[src/rtl/gate_filter_pkg.sv]
// Shared defaults and sizing helpers for the gate-output filter.
// Latency: n/a (constants and functions only).
// Backpressure: none; consumers are purely synchronous observers.
package gate_filter_pkg;

    localparam int N_CH_DEF          = 3;
    localparam int STABLE_CYCLES_DEF = 4;
    localparam int CNT_W_DEF         = 8;

    // Width of the qualification counter that must reach stable_cycles-1.
    function automatic int stab_w(input int stable_cycles);
        return $clog2(stable_cycles) + 1;
    endfunction

endpackage

[src/rtl/gate_filter_ch.sv]
// One channel: 2-flop synchroniser, glitch qualifier, edge pulses and counters.
// Latency: STABLE_CYCLES+2 posedges from sampling edge to filt (pulse alongside).
// Backpressure: none; GATE_FILTER_GLITCH_CNT_EN adds a rejected-glitch counter.
module gate_filter_ch
    import gate_filter_pkg::*;
#(
    parameter int STABLE_CYCLES = STABLE_CYCLES_DEF,
    parameter int CNT_W         = CNT_W_DEF
) (
    input  logic             clk,
    input  logic             rst,
    input  logic             sig_in,
    input  logic             cnt_clr,
    output logic             filt,
    output logic             rise_pulse,
    output logic             fall_pulse,
    output logic [CNT_W-1:0] edge_cnt,
`ifdef GATE_FILTER_GLITCH_CNT_EN
    output logic [CNT_W-1:0] glitch_cnt,
`endif
    output logic             settled
);

    localparam int              SW        = stab_w(STABLE_CYCLES);
    localparam logic [SW-1:0]   STAB_LAST = SW'(STABLE_CYCLES - 1);
    localparam logic [CNT_W-1:0] CNT_MAX  = {CNT_W{1'b1}};

    logic          s1;
    logic          s2;
    logic [SW-1:0] stab_cnt;
    logic          commit;

    assign settled = (s2 == filt);
    assign commit  = (s2 != filt) && (stab_cnt == STAB_LAST);

    always_ff @(posedge clk) begin
        if (rst) begin
            s1         <= 1'b0;
            s2         <= 1'b0;
            filt       <= 1'b0;
            stab_cnt   <= '0;
            rise_pulse <= 1'b0;
            fall_pulse <= 1'b0;
        end else begin
            s1         <= sig_in;
            s2         <= s1;
            rise_pulse <= 1'b0;
            fall_pulse <= 1'b0;
            if (s2 == filt) begin
                stab_cnt <= '0;
            end else if (commit) begin
                filt       <= s2;
                stab_cnt   <= '0;
                rise_pulse <= s2;
                fall_pulse <= ~s2;
            end else begin
                stab_cnt <= stab_cnt + SW'(1);
            end
        end
    end

    // Clear takes priority over a same-cycle commit, so that edge is lost.
    always_ff @(posedge clk) begin
        if (rst || cnt_clr) begin
            edge_cnt <= '0;
        end else if (commit && (edge_cnt != CNT_MAX)) begin
            edge_cnt <= edge_cnt + CNT_W'(1);
        end
    end

`ifdef GATE_FILTER_GLITCH_CNT_EN
    logic glitch;

    // A partially qualified change that collapsed back to the settled value.
    assign glitch = (s2 == filt) && (stab_cnt != '0);

    always_ff @(posedge clk) begin
        if (rst || cnt_clr) begin
            glitch_cnt <= '0;
        end else if (glitch && (glitch_cnt != CNT_MAX)) begin
            glitch_cnt <= glitch_cnt + CNT_W'(1);
        end
    end
`endif

endmodule

[src/rtl/gate_output_filter.sv]
// Filters N_CH asynchronous gate outputs into settled, debounced values.
// Latency: STABLE_CYCLES+2 posedges per channel; no backpressure (observer only).
// GATE_FILTER_GLITCH_CNT_EN adds the packed glitch_cnt output.
module gate_output_filter
    import gate_filter_pkg::*;
#(
    parameter int N_CH          = N_CH_DEF,
    parameter int STABLE_CYCLES = STABLE_CYCLES_DEF,
    parameter int CNT_W         = CNT_W_DEF
) (
    input  logic                  clk,
    input  logic                  rst,
    input  logic [N_CH-1:0]       sig_in,
    input  logic                  cnt_clr,
    output logic [N_CH-1:0]       filt_out,
    output logic [N_CH-1:0]       rise_pulse,
    output logic [N_CH-1:0]       fall_pulse,
    output logic [N_CH*CNT_W-1:0] edge_cnt,
`ifdef GATE_FILTER_GLITCH_CNT_EN
    output logic [N_CH*CNT_W-1:0] glitch_cnt,
`endif
    output logic                  all_settled
);

    logic [N_CH-1:0] ch_settled;

    assign all_settled = &ch_settled;

    for (genvar i = 0; i < N_CH; i++) begin : g_ch
        gate_filter_ch #(
            .STABLE_CYCLES (STABLE_CYCLES),
            .CNT_W         (CNT_W)
        ) u_ch (
            .clk        (clk),
            .rst        (rst),
            .sig_in     (sig_in[i]),
            .cnt_clr    (cnt_clr),
            .filt       (filt_out[i]),
            .rise_pulse (rise_pulse[i]),
            .fall_pulse (fall_pulse[i]),
            .edge_cnt   (edge_cnt[i*CNT_W +: CNT_W]),
`ifdef GATE_FILTER_GLITCH_CNT_EN
            .glitch_cnt (glitch_cnt[i*CNT_W +: CNT_W]),
`endif
            .settled    (ch_settled[i])
        );
    end

endmodule

[config.mk]
export PLATFORM = sky130hd
export DESIGN_NAME = gate_output_filter
export DESIGN_NICKNAME = d
export VERILOG_FILES = /design/src/rtl/gate_filter_pkg.sv /design/src/rtl/gate_filter_ch.sv /design/src/rtl/gate_output_filter.sv
export SDC_FILE = /design/constraint.sdc
export NUM_CORES = 1
export LEC_CHECK = 0
export CAP_MARGIN = 20
export CORE_ASPECT_RATIO = 1.4
export CORE_MARGIN = 5
export CORE_UTILIZATION = 47
export DETAILED_ROUTE_END_ITERATION = 6
export MAX_ROUTING_LAYER = met4
export PLACE_DENSITY = 0.74
export SYNTH_ARGS = -nofsm -noshare
export SYNTH_HDL_FRONTEND = slang
export SYNTH_HIERARCHICAL = 1
export SYNTH_SLANG_ARGS = --single-unit
[constraint.sdc]
create_clock -name clk -period 1.9 [get_ports clk]
set_input_delay 0.38 -clock clk [delete_from_list [all_inputs] [get_ports clk]]
set_output_delay 0.38 -clock clk [all_outputs]
set_load 0.03 [all_outputs]
# Yosys cells after proc, flatten, opt, wreduce, memory -nomap -nowiden
# Index checks and enable logic that the tools add are counted.
# totals
reg_bits,48
inputBits,6
elab_cells,65
# op_classes
n_addsub,6
eq_ne,12
n_bitwise,9
n_reduce_logical,17
# ops
op,count
$add A8 B1 Y8 const B,3
$ne A8 B8 Y1 const B,3
$reduce_or A3 Y1,6
$add A3 B1 Y3 const B,3
$eq A3 B2 Y1 const B,3
$not A1 Y1,9
$logic_and A1 B1 Y1,6
$reduce_and A2 Y1,3
$eq A1 B1 Y1,3
$ne A1 B1 Y1,3
$reduce_and A3 Y1,1
$logic_or A1 B1 Y1,1

# Logic depth before layout (Yosys ltp)
# Gate-level depths: netlist of the first run.
# depth
depth_word,4
ltp_mapped,6
ltp_nobuf,5

# Hierarchy
# Netlist of the first run, hierarchy kept.
# by_module_without_submodules
module,n_inst,cells_each,area_per_inst_um2
gate_filter_ch,3,68,676.9
gate_output_filter,1,1,6.3

# Worst setup path after synthesis of the first run
# No wires, ideal clock.
# synth_timing
path_type,reg-to-reg
startpoint,register g_ch[0].u_ch.edge_cnt[0]
endpoint,register g_ch[0].u_ch.edge_cnt[6]
setup_time_ns,0.115
arrival_time_ns,1.548
t_required_ns,1.785
slack_ns,0.238
stages_incl_launch_ff,6
n_path_buf,0
period_less_slack_ns,1.662
path_cell_list,dfxtp_1 -> ha_1 -> nand4_1 -> and4bb_2 -> a31oi_1 -> o21a_1
# synth_between
elab_chain_len,2
word_cells_on_any_way,3
# synth_lines
item,line_no,rtl
"start, declared",gate_filter_ch.sv:17,"output logic [CNT_W-1:0] edge_cnt,"
"start signal, assigned",gate_filter_ch.sv:67,edge_cnt <= edge_cnt + CNT_W'(1);
branches (longest 2 deep; another with $add A8 B1 Y8),--,
# Parallel ways; which one is timed is not known.
# A chain may end at the register's enable or synchronous reset.

# Final worst setup path of the first run
# layout_timing
startpoint,register g_ch[0].u_ch.filt
endpoint,output port filt_out[0]
# layout_lines
item,line_no,rtl
"start, declared",gate_filter_ch.sv:14,"output logic filt,"
"start signal, assigned",gate_filter_ch.sv:40,filt <= 1'b0;
"start signal, assigned",gate_filter_ch.sv:52,filt <= s2;
"end, declared",gate_output_filter.sv:15,"output logic [N_CH-1:0] filt_out,"
# No word-level cell between the ends.

==> results of run 1 <==
## where the power goes
part	internal, W	switching [W]
Combinational	0.0000290	0.0000342
Sequential	0.00101	0.00000511
Clock	0.000297	0.000305
## critical path, stage by stage (launching register included)
cell and delay [ns]:
dfxtp_1 0.38, buf_4 0.14, clkdlybuf4s50_1 0.66
## registers in the layout, summed over array words and instances, names as in the netlist
signal                count
g_ch.u_ch/fall_pulse      3
g_ch.u_ch/edge_cnt       24
g_ch.u_ch/rise_pulse      3
g_ch.u_ch/filt            3
g_ch.u_ch/s1              3
g_ch.u_ch/stab_cnt        9
g_ch.u_ch/s2              3
## layer usage
| metal | up-vias | global-route usage |
|---|---|---|
| met1 | 747 | 0.189 |
| met5 | - | - |
| met4 | 0 | 0.0642 |
| met2 | 36 | 0.249 |
| met3 | 6 | 0.0321 |
| li1 | 825 | - |
## stage by stage
step	setup WS, ns	instances	utilization
after floorplan	0.238	205	-
after global placement	0.106	291	0.600
after detailed placement	0.102	291	0.600
after CTS	0.0134	299	0.621
after global routing	0.00246	299	0.622
final	0.0476	299	0.622
## final cells by class
| class | count | area, µm² |
|---|---|---|
| Inverter | 9 | 33.8 |
| Timing Repair Buffer | 47 | 450 |
| Clock buffer | 8 | 90.1 |
| Multi-Input combinational cell | 142 | 1020 |
| Sequential cell | 48 | 963 |
| Fill cell | 383 | 1590 |
| Tap cell | 45 | 56.3 |
## cells in the final DEF, fill, tap and decap left out, drive strengths merged, types with 4 or more instances in the layout
| master | count |
|---|---|
| nand3 | 6 |
| clkdlybuf4s50 | 36 |
| xor2 | 9 |
| dfxtp | 48 |
| nand2 | 9 |
| o21a | 6 |
| nand4 | 12 |
| inv | 9 |
| and3 | 4 |
| nor2b | 6 |
| or3 | 6 |
| buf | 8 |
| a21oi | 6 |
| nor3 | 6 |
| clkbuf | 9 |
| nor2 | 24 |
| mux2i | 9 |
| and4bb | 6 |
| o21ai | 6 |
| ha | 9 |
## path summary, 6_finish.rpt
check        slack [ns]                                     to  depth (start not counted)                           startpoint
max                0.05                            filt_out[0]                          2       g_ch[0].u_ch/filt$_SDFFE_PP0P_
min                0.43    g_ch[2].u_ch/stab_cnt[0]$_SDFF_PP0_                          1  g_ch[2].u_ch/stab_cnt[0]$_SDFF_PP0_
max reg2reg        0.27  g_ch[1].u_ch/edge_cnt[3]$_SDFFE_PP0P_                          5  g_ch[1].u_ch/stab_cnt[0]$_SDFF_PP0_
min reg2reg        0.43    g_ch[2].u_ch/stab_cnt[0]$_SDFF_PP0_                          1  g_ch[2].u_ch/stab_cnt[0]$_SDFF_PP0_
## what timing repair did
item | 4_1_cts | 5_1_grt
gates resized for setup | 1 | 6
setup endpoints to repair | 1 | 3
endpoints found under the hold margin | 0 | 0
## cell families (layout without fill, tap and decap cells)
family,count (synthesis),after routing,share of synthesized area
compound gates,27,27,0.105
simple gates,88,88,0.246
buf+inv,15,64,0.0276
mux,9,9,0.0442
flops,48,48,0.472
xor+xnor,9,9,0.0498
fa+ha+maj,9,9,0.0553
==> reports/metrics.yaml, run 1 <==
timing:
  fin_crit_sh: 0.975
  tightest_slew_ns: 0.373
  tns_ns: 0
  setup_violations: 0
  holdWs_ns: 0.427
  slew_viol_final: 0
  finClkSkew_ns: 0.00589
  hold_violations: 0
  rsz0062_at_grt: "no"
  fmax_ghz: 0.540
  period_minus_slack_ns: 1.85
  slew_headroom: 0.751
setup_path:
  cp_max_fo: 4
  cp-start-kind: "register"
  cp-end-kind: "primary output"
  cp.arrival_ns: 1.47
  crit_type: "register to primary output"
  cp.required_ns: 1.52
die:
  die_h_um: 87.9
  die-area_mm2: 0.00577
  ios: 40
  start_util: 0.485
  coreArea_mm2: 0.00420
  rows: 28
  die_w_um: 65.6
clock_network:
  htree_num_levels: 2
  cts_tree: "yes"
  postCtsHoldBufs: 0
  post-cts-setup-buffers: 0
  clk_pin_slew_ns: 0.08
  cts_root_buffer: "clkbuf_8"
  ctsLongestPathBuffers: 2
  clock-sinks: 48
  clk_latency_ns: 0.29
  numCtsBuffers: 5
synthesis:
  synth_nets: 220
  ys_types: 25
  syn_inst: 205
  synthesis.area_mm2: 0.00204
  yosysMostFrequentCell: "dfxtp_1"
  synth_flop_cell: "dfxtp_1"
  yosysTopAreaCell: "dfxtp_1"
  synth_top_area_share: 0.472
  ys_warn_count: 6
  synth_seq_cells: 48
  yosys-top-cells-area: "dfxtp_1, ha_1, mux2i_1, nor2_1, and4bb_2"
  async_flop_share: 0
  synth_edf_count: 0
  ys_top_cells_by_count: "dfxtp_1, nor2_1, nand4_1"
  seq_area_frac_synth: 0.472
  syn_area_per_cell_um2: 9.94
global_routing:
  antenna_found_initial: 0
  grt_pass1_vias: 1573
  grt_pass1_wl_um: 6930
  grtUsageTotal: 0.155
  grt_max_degree: 14
  overflow: 0
finish:
  nets: 268
  finalInstanceArea_mm2: 0.00261
  area_growth_pct: 28.3
  layout-drive-gt1-share: 0.126
  antenna_cells: 0
flow_run:
  maxCapViolations: 0
place:
  gp_congestion: 0.836
  io_buffers: 39
  place_area_mm2: 0.00252
  dp_hpwl_um: 2910
route:
  wl_per_cell_um: 12.8
  viasPerCell: 5.40
  wl_met3_um: 178
  via_count: 1614
  drt-met1-wl_um: 1710
  dr.max_layer_used: "met4"
  postRouteAntennaNets: 0
  remaining_drc_errors: 0
  detail_route.wirelength_um: 3840
  routed-wl-met2_um: 1880
  drt_iter0_markers: 64
  first_pass_iters: 4
run_status:
  outcome: "completed"
power:
  finalPower_w: 0.00168
  vdd_drop_max_mv: 0.410
  p_per_area_mw_per_mm2: 644
  power.static_leakage_nw: 1.01
hold_path:
  hold_path.class: "register to register"
(Power assumes the default switching activity.)
==> run 2: changes to the inputs <==
--- a/config.mk
+++ b/config.mk
@@ -10,8 +10,10 @@
 export CORE_MARGIN = 5
 export CORE_UTILIZATION = 47
 export DETAILED_ROUTE_END_ITERATION = 6
+export HOLD_SLACK_MARGIN = 0.05
 export MAX_ROUTING_LAYER = met4
 export PLACE_DENSITY = 0.74
+export SKIP_LAST_GASP = 1
 export SYNTH_ARGS = -nofsm -noshare
 export SYNTH_HDL_FRONTEND = slang
 export SYNTH_HIERARCHICAL = 1
==> results of run 2 <==
The final DEF is identical to that of run 1; final timing and power are the same.
==> run 3: changes to the inputs <==
--- a/config.mk
+++ b/config.mk
@@ -9,6 +9,7 @@
 export CORE_ASPECT_RATIO = 1.4
 export CORE_MARGIN = 5
 export CORE_UTILIZATION = 47
+export CTS_CLUSTER_DIAMETER = 60
 export DETAILED_ROUTE_END_ITERATION = 6
 export HOLD_SLACK_MARGIN = 0.05
 export MAX_ROUTING_LAYER = met4
==> results of run 3 <==
The final DEF is identical to that of run 1; final timing and power are the same.
==> patch 1: new RTL, flow settings as in run 3 <==
Register the output `edge_cnt`; this adds one clock of latency there. The other outputs are not delayed to match.
--- a/src/rtl/gate_output_filter.sv
+++ b/src/rtl/gate_output_filter.sv
@@ -24,2 +24,4 @@
 
+    logic [N_CH*CNT_W-1:0] edge_cnt_d;
+
     logic [N_CH-1:0] ch_settled;
@@ -40,3 +42,3 @@
             .fall_pulse (fall_pulse[i]),
-            .edge_cnt   (edge_cnt[i*CNT_W +: CNT_W]),
+            .edge_cnt   (edge_cnt_d[i*CNT_W +: CNT_W]),
 `ifdef GATE_FILTER_GLITCH_CNT_EN
@@ -48,2 +50,6 @@
 
+    always_ff @(posedge clk) begin
+        edge_cnt <= edge_cnt_d;
+    end
+
 endmodule
Formal check against the unedited RTL: not equivalent (a bounded check fails within 10 cycles, from zero or initial values and one cycle with rst high).
==> patch 1 against run 3 <==
- clock skew increased by 0.0012 ns
- sequential cell count increased by 24
- worst setup slack improved by 0.14 ns
- area after synthesis increased by 24%
- global-route usage decreased by 1.2 points
- design area increased by 23%
- routed wire length increased by 10%
- power increased by 66%
- clock power increased by 99%
- combinational power decreased by 5.4%
==> patch 1: results (changes against run 3) <==
| Metric | Value |
|---|---|
| Global router's overall resource usage | `14.3% (-1.2 points)` |
| Met2 Use GR | `21.8% (-3.1 points)` |
| Worst VDD drop | `0.000556 V (+36%)` |
| Setup crit start | `g_ch[1].u_ch/s2$_SDFF_PP0_` |
| Post-cts sizing count | `4 (+3)` |
| Skew-Pair Late Insertion Delay | `0.34 ns (+0.05 ns)` |
| Largest cells by area after synthesis | `dfxtp_1 (57%), ha_1 (4.5%), mux2i_1 (3.6%)` |
| P_leak | `1.24 nW (+23%)` |
| Layout cell share with drive strength beyond 1 | `14.1% (+1.5 points)` |
| Hold path depth | `0 (-1)` |
| Min-Delay Endpoint | `edge_cnt[15]$_DFF_P_` |
| Global-route wire length before repair | `7.25 mm (+4.5%)` |
| Combinational Power | `59.7 µW (-5.4%)` |
| Synth cell count leaders | `dfxtp_1 (72), nor2_1 (24), nand4_1 (12)` |
| Final worst clock skew | `0.00708 ns (+0.00119 ns)` |
| DP Wirelength | `2.97 mm (+2.2%)` |
| Gpl congestion | `0.850 (+1.7%)` |
| Largest regs | `edge_cnt: 24 flops, g_ch.u_ch/edge_cnt: 24 flops, g_ch.u_ch/stab_cnt: 9 flops` |
| Fmax | `0.585 GHz (+8.4%)` |
| Worst r2r path cells | `5 (unchanged)` |
| Flop pwr share | `54.6% (-5.9 points)` |
| Post-Syn Nets | `244 (+11%)` |
| Routed vias | `1,783 (+10%)` |
| Final wirelength | `4.23 mm (+10%)` |
| Hold Crit Start | `g_ch[1].u_ch/edge_cnt[7]$_SDFFE_PP0P_` |
| Status | `completed` |
| Final net count | `295 (+10%)` |
| Num CTS Buffers | `9 (+4)` |
| Cells after Synth | `229 (+12%)` |
| 1st-iter DRT viols | `107 (+67%)` |
| Dpl ws | `0.0880 ns (-0.0143 ns)` |
| Crit path max fanout | `4 (unchanged)` |
| Met3 usage | `4.97% (+1.8 points)` |
| Flop2flop setup slack | `0.25 ns (-0.02 ns)` |
| Post-Place Cells | `335 (+15%)` |
| Final std cells w/o fill | `350 (+17%)` |
| H-tree Lvls | `3 (+1)` |
| Slew HR | `73.1% (-2.0 points)` |
patch 1: metal layers:
metal | vias to the layer above | share of wire [%]
met2 | 36 | 48
met3 | 10 | 5.4
met5 | - | 0
met1 | 829 | 43
li1 | 908 | -
met4 | 0 | 3.0
patch 1: cells by family after synthesis:
group           count (synthesis)  synth area share (%)
compound gates                 27                  8.50
flops                          72                  57.3
fa+ha+maj                       9                  4.47
xor+xnor                        9                  4.03
mux                             9                  3.58
simple gates                   88                  19.9
buf+inv                        15                  2.24
patch 1: final cells by class:
type | count | area, µm²
inverter | 9 | 33.8
sequential | 72 | 1440
timing repair buffer | 46 | 434
clock buffer | 12 | 165
clock inverter | 3 | 40.0
tap | 66 | 82.6
multi-input combinational | 142 | 1020
fill | 445 | 1980
patch 1: critical path, stage by stage (launching register included):
cell	delay [ns]
dfxtp_1	0.43
xor2_2	0.17
inv_1	0.06
and3_1	0.15
clkbuf_2	0.18
==> patch 2: new RTL, settings of run 3 <==
Made on the original files. The option `GATE_FILTER_GLITCH_CNT_EN` is turned on by a define.
--- a/src/rtl/gate_filter_ch.sv
+++ b/src/rtl/gate_filter_ch.sv
@@ -3,2 +3,4 @@
 // Backpressure: none; GATE_FILTER_GLITCH_CNT_EN adds a rejected-glitch counter.
+`define GATE_FILTER_GLITCH_CNT_EN
+
 module gate_filter_ch
Formal check against the unedited RTL (old outputs only; new: glitch_cnt): equivalent (equiv_simple and equiv_induct, registers matched by name and starting in step).
==> patch 2 against run 3 <==
- sequential share of layout area fell by 4.1 points
- sequential cell count rose by 24
- area after synthesis increased by 63%
- design area is 69% higher
- sequential power is 50% higher
- routed wire length rose by 93%
- via count is 83% higher
- count of clock-buffer cells in the layout is 5 higher
- clock skew fell by 0.0031 ns
- worst setup slack got worse by 0.020 ns
- utilization increased by 1.4 points
- power is 62% higher
==> patch 2: results (changes against run 3) <==
| Metric | Value |
|---|---|
| Met1 usage | `21.3% (+2.4 points)` |
| Compound-Gate Fraction of Synth Area | `14.8% (+4.3 points)` |
| Mean area per synthesized cell | `9.11 µm² (-8.3%)` |
| Hold Crit Start | `g_ch[2].u_ch/s1$_SDFF_PP0_` |
| Setup crit start | `g_ch[2].u_ch/filt$_SDFFE_PP0P_` |
| Post-synth cell types | `43 (+72%)` |
| Placed cell area | `0.00417 mm² (+65%)` |
| CP Capture Point | `all_settled` |
| Largest cells by area after synthesis | `dfxtp_1 (43%), ha_1 (5.6%), mux2i_1 (3.9%)` |
| Final Critical Period | `1.87 ns (+0.0201 ns)` |
| Status | `completed` |
| Met2 Use GR | `30.6% (+5.7 points)` |
| I/O Buffers | `63 (+62%)` |
| Layout cell share with drive strength beyond 1 | `11.6% (-0.99 points)` |
| Routed vias | `2,955 (+83%)` |
| Post-Synth XOR/XNOR Area | `3.31% (-1.7 points)` |
| Post-synthesis sequential area ratio | `43.3% (-3.8 points)` |
| WP data arrival | `1.49 ns (+0.02 ns)` |
| 1st-iter DRT viols | `115 (+80%)` |
| P_leak | `2.07 nW (+100%)` |
| DP Wirelength | `5.50 mm (+89%)` |
| Synth top area share | `43.3% (-3.8 points)` |
| Mux contribution to synthesized area | `3.91% (-0.51 points)` |
| Register Area | `0.00144 mm² (+50%)` |
| Flop2flop setup slack | `0.14 ns (-0.13 ns)` |
| Final wirelength | `7.42 mm (+93%)` |
| Final net count | `467 (+74%)` |
| Global router's overall resource usage | `18.5% (+3.0 points)` |
| Global-route wire length before repair | `12.6 mm (+81%)` |
| Num CTS Buffers | `9 (+4)` |
| Min-Delay Endpoint | `g_ch[2].u_ch/s2$_SDFF_PP0_` |
| Largest regs | `g_ch.u_ch/edge_cnt: 24 flops, g_ch.u_ch/glitch_cnt: 24 flops, g_ch.u_ch/stab_cnt: 9 flops` |
-- patch 2: routing by layer --
| layer | vias up | routed length, µm |
|---|---|---|
| li1 | 1490 | - |
| met2 | 76 | 3790 |
| met3 | 8 | 346 |
| met4 | 0 | 92 |
| met1 | 1381 | 3190 |
| met5 | - | 0 |
-- patch 2: worst max-delay path, cell delays in order (launching register included) --
cell	delay (ns)
dfxtp_1	0.34
xor2_2	0.19
inv_2	0.05
and3_1	0.17
dlygate4sd2_1	0.40
-- patch 2: cell type report --
cell class | instances | share of cell area [%]
clock buffer | 13 | 4.05
tap | 95 | 2.69
sequential | 72 | 32.7
inverter | 26 | 2.21
multi-input combinational | 257 | 39.7
timing repair buffer | 80 | 18.6
-- patch 2: power by group --
part	internal, mW	total [mW]	switching, mW
logic	0.0439	0.107	0.0626
registers	1.52	1.53	0.00693
clock network	0.595	1.10	0.507
-- patch 2: timing repair --
item                       CTS  global route
gates resized for setup      6            31
hold buffers                 0             0
setup endpoints to repair    6            30
